===== src/rtl/if_id_buffer.sv =====
// IF/ID pipeline stage: 2-entry skid buffer between fetch and decode, with MIPS field
// extraction on the head entry and a count of issued (popped) instructions.
module if_id_buffer #(
    parameter int unsigned DATA_W = 32,
    parameter int unsigned CNT_W  = 16
) (
    input  logic              clk,
    input  logic              reset,
    input  logic              in_valid,
    input  logic [DATA_W-1:0] in_pc,
    input  logic [DATA_W-1:0] in_instr,
    output logic              in_ready,
    input  logic              flush,
    output logic              out_valid,
    input  logic              out_ready,
    output logic [DATA_W-1:0] out_pc,
    output logic [DATA_W-1:0] out_instr,
    output logic [5:0]        opcode,
    output logic [4:0]        rs,
    output logic [4:0]        rt,
    output logic [4:0]        rd,
    output logic [4:0]        shamt,
    output logic [5:0]        funct,
    output logic [DATA_W-1:0] imm_sext,
    output logic              is_rtype,
    output logic [CNT_W-1:0]  issue_count
);

    localparam logic [CNT_W-1:0] CntOne = {{(CNT_W-1){1'b0}}, 1'b1};

    logic [DATA_W-1:0] pc_q    [2];
    logic [DATA_W-1:0] pc_d    [2];
    logic [DATA_W-1:0] instr_q [2];
    logic [DATA_W-1:0] instr_d [2];
    logic              head_q, head_d;
    logic              tail_q, tail_d;
    logic [1:0]        count_q, count_d;
    logic [CNT_W-1:0]  issue_q, issue_d;
    logic              push, pop;

    // Ready depends only on registered occupancy, so no comb path from out_ready.
    assign in_ready  = (count_q != 2'd2);
    assign out_valid = (count_q != 2'd0);
    assign push      = in_valid & in_ready;
    assign pop       = out_valid & out_ready;

    always_comb begin
        pc_d    = pc_q;
        instr_d = instr_q;
        head_d  = head_q;
        tail_d  = tail_q;
        count_d = count_q;
        issue_d = issue_q;

        // Decode already took the head, so a pop counts even in a flush cycle.
        if (pop) begin
            issue_d = issue_q + CntOne;
        end

        if (flush) begin
            count_d = 2'd0;
            head_d  = 1'b0;
            tail_d  = 1'b0;
        end else begin
            if (push) begin
                pc_d[tail_q]    = in_pc;
                instr_d[tail_q] = in_instr;
                tail_d          = ~tail_q;
            end
            if (pop) begin
                head_d = ~head_q;
            end
            unique case ({push, pop})
                2'b10:   count_d = count_q + 2'd1;
                2'b01:   count_d = count_q - 2'd1;
                default: count_d = count_q;
            endcase
        end
    end

    always_ff @(posedge clk or posedge reset) begin
        if (reset) begin
            for (int i = 0; i < 2; i++) begin
                pc_q[i]    <= '0;
                instr_q[i] <= '0;
            end
            head_q  <= 1'b0;
            tail_q  <= 1'b0;
            count_q <= 2'd0;
            issue_q <= '0;
        end else begin
            for (int i = 0; i < 2; i++) begin
                pc_q[i]    <= pc_d[i];
                instr_q[i] <= instr_d[i];
            end
            head_q  <= head_d;
            tail_q  <= tail_d;
            count_q <= count_d;
            issue_q <= issue_d;
        end
    end

    assign out_pc      = pc_q[head_q];
    assign out_instr   = instr_q[head_q];
    assign opcode      = out_instr[31:26];
    assign rs          = out_instr[25:21];
    assign rt          = out_instr[20:16];
    assign rd          = out_instr[15:11];
    assign shamt       = out_instr[10:6];
    assign funct       = out_instr[5:0];
    assign imm_sext    = {{(DATA_W-16){out_instr[15]}}, out_instr[15:0]};
    assign is_rtype    = (opcode == 6'd0);
    assign issue_count = issue_q;

endmodule

===== config.mk =====
export PLATFORM = sky130hd
export DESIGN_NAME = if_id_buffer
export DESIGN_NICKNAME = d
export VERILOG_FILES = /design/src/rtl/if_id_buffer.sv
export SDC_FILE = /design/constraint.sdc
export NUM_CORES = 1
export LEC_CHECK = 0
export BUFFER_PORTS_ARGS = -buffer_cell sky130_fd_sc_hd__buf_2
export CAP_MARGIN = 10
export CORE_UTILIZATION = 41
export DETAILED_ROUTE_END_ITERATION = 8
export GPL_TIMING_DRIVEN = 0
export MAX_ROUTING_LAYER = met4
export PLACE_DENSITY = 0.71
export SLEW_MARGIN = 15
export SYNTH_ARGS = -nofsm -noshare
export SYNTH_HDL_FRONTEND = slang
export SYNTH_SLANG_ARGS = --single-unit

===== constraint.sdc =====
create_clock -name clk -period 6.6 [get_ports clk]
set_input_delay 0.33 -clock clk [delete_from_list [all_inputs] [get_ports clk]]
set_output_delay 0.33 -clock clk [all_outputs]
set_load 0.01 [all_outputs]

==> reports/summary.txt <==
wire per inst: 15.8 um
die height: 132 um
largest net degree at the start of global routing: 81
Final HPWL DP: 11100 um
Filler cells: 1408
Slowest cell on crit path: clkbuf_1
DRT antenna net count: 0
post-synthesis average cell area: 14.1 um2
Crit path top cell by count: clkbuf_1
WP data required: 6.27 ns
layout cells sized above 1: 70.0%
Post-Syn Area: 6930 um2
Clock Pin Slew Worst Setup and Hold Paths: 0.06 ns
Least-Margin Pin Slew: 0.694 ns
DR iter-0 viols: 123
Hold Crit Class: primary input to register
clock sinks: 148
crit path cell chain: clkbuf_1, clkbuf_1, mux2_2, buf_4, buf_2
Highest Clock Rate: 344 MHz
status: complete, no violations
post-synth cell types: 31
Die ar.: 17400 um2
Post-CTS Setup Inserts: 0
number of synthesized register bits: 148
Cells after Synth: 492
CTS tree: yes
Power Dens Cells: 367 nW/um2
crit path max fanout: 10
routed vias/inst: 4.70
Arr. time, crit path: 2.58 ns
Final Hold Viols: 0
DRC errors left: 0
Crit Path Class: register to primary output
Area growth syn-to-layout: 29.0%
Max Cap Violations: 0
DRT Pass-1 Iters: 4
total CTS buffers: 17
clock root cell: clkbuf_16
worst clock skew: 0.00775 ns
Post-Layout Inst Area: 8950 um2
global-route wire length before repair: 24600 um
IO Port Bufs: 215
final setup TNS: 0 ns
# nets final: 798
DR vias: 4531
final critical-path share of the clock period: 44.0%
starting density of the core: 42.0%
highest-count cells in the layout ignoring fill and taps: 224 x buf_2, 188 x mux2_2, 148 x dfrtp_1, 64 x buf_4, 17 x clkbuf_16
commonest non-fill, non-tap cell in the layout: buf_2
initial antenna violation count: 3
Clock Latency Late Sink: 0.41 ns
syn_nets: 562
placed inst area: 8320 um2
DIE WIDTH: 132 um
CP Capture Type: primary output
leakage power: 4.29 nW
sequential cell area fraction in the yosys report: 53.4%
clock buffer depth: 2
yosys warns: 0
Core Footprint: 16500 um2
CP peak stage delay: 0.60 ns
H-tree depth: 4
unrepaired setup endpoints after global routing: false
total routed wirelength: 15200 um
vias in the first global route: 4879
GPL Wtd Cong: 0.786
Worst setup SP type: register
endpoints failing setup: 0
r2r setup slk: 4.61 ns
Slew Limit Fails: 0
GRT Overall Usage: 18.8%
Final min period: 2.91 ns
io pins: 216
global route overflow: 0
Peak VDD IR: 0.185 mV
row count: 47
Slew headroom: 53.8%
PostCTS Resize Cnt: 0
[synth_stat cells]
library cell | instances | area share, %
and3_1 | 1 | 0.090
nand2_1 | 8 | 0.43
nand3_1 | 5 | 0.36
nor2_1 | 7 | 0.38
nand4_1 | 6 | 0.54
nor4_1 | 1 | 0.090
xnor2_1 | 14 | 1.8
nor3b_1 | 1 | 0.11
nand2b_1 | 3 | 0.27
nand2b_4 | 1 | 0.20
o21a_1 | 1 | 0.11
ha_1 | 1 | 0.18
and4_1 | 3 | 0.38
mux2_2 | 188 | 31
nand2_4 | 1 | 0.16
a211oi_1 | 1 | 0.11
clkbuf_1 | 5 | 0.27
a21oi_1 | 2 | 0.14
o22ai_1 | 1 | 0.090
buf_2 | 9 | 0.65
nand4b_1 | 1 | 0.13
o21ai_0 | 2 | 0.14
inv_1 | 2 | 0.11
or2_2 | 1 | 0.090
xor2_1 | 3 | 0.38
buf_6 | 6 | 0.97
mux2_1 | 4 | 0.65
dfrtp_1 | 148 | 53
nor3_4 | 1 | 0.23
buf_4 | 64 | 6.9
and2_1 | 1 | 0.090
[worst max-delay path: cells and delay by family, from the launching register on]
family	cells	cell delay [ns]
buf+inv	4	1.39
flops	1	0.35
mux	1	0.42
[registers in the layout (all words and copies together), names as in the netlist]
name and flops:
instr_q 64, issue_count 16, count_q 2, pc_q 64, tail_q 1, head_q 1
[metrics by stage]
step	hold slack (ns)	setup slack [ns]	utilization, %	power (W)	cells
after CTS	0.130	3.63	54.1	0.00332	961
after detailed placement	0.422	4.10	50.4	0.00232	928
after floorplan	0.396	2.29	-	0.00195	492
final	0.149	3.69	54.1	0.00328	964
after global placement	0.458	0.887	50.1	0.00226	927
after global routing	0.145	3.50	54.1	0.00346	964
[power by group]
group	switching, W	internal [W]
combinational	0.000433	0.000582
sequential	0.000131	0.00115
clock	0.000375	0.000616
[per-layer routing]
layer	vias up	track usage, %	wire (um)
met2	154	30.4	7480
met4	0	7.11	284
met5	-	-	0
li1	2135	-	-
met3	22	5.34	950
met1	2220	22.2	6520
[path summary, 6_finish.rpt]
kind / from / to / depth (start not counted)
worst max-delay path: head_q / rt[3] / 5
worst min-delay path: in_pc[16] / pc_q[48] / 2
worst max register to register: count_q[0] / instr_q[32] / 5
worst min register to register: instr_q[54] / instr_q[54] / 1
max in group asynchronous: reset / instr_q[59] / 4
min in group asynchronous: reset / pc_q[43] / 3
[area by class of cell]
class / instances / area (um2) / share of cell area (%)
Antenna cell: 3 / 7.51 / 0.0839
Buffer: 84 / 612 / 6.84
Clock buffer: 20 / 457 / 5.10
Clock inverter: 12 / 153 / 1.71
Inverter: 2 / 15.0 / 0.168
Multi-Input combinational cell: 258 / 2610 / 29.2
Sequential cell: 148 / 3700 / 41.4
Tap cell: 220 / 275 / 3.08
Timing Repair Buffer: 217 / 1110 / 12.4
[what timing repair did]
item | in CTS | in global routing
hold buffers | 1 | 0
endpoints found under the hold margin | 68 | 0
setup endpoints to repair | 0 | 0
[logic make-up after synthesis]
family	after synthesis	share of synthesized area, %
flops	148	53.4
xor+xnor	17	2.15
simple gates	41	3.56
buf+inv	86	8.93
mux	192	31.2
fa+ha+maj	1	0.180
compound gates	7	0.596
Power figures use the tool's default switching activity.
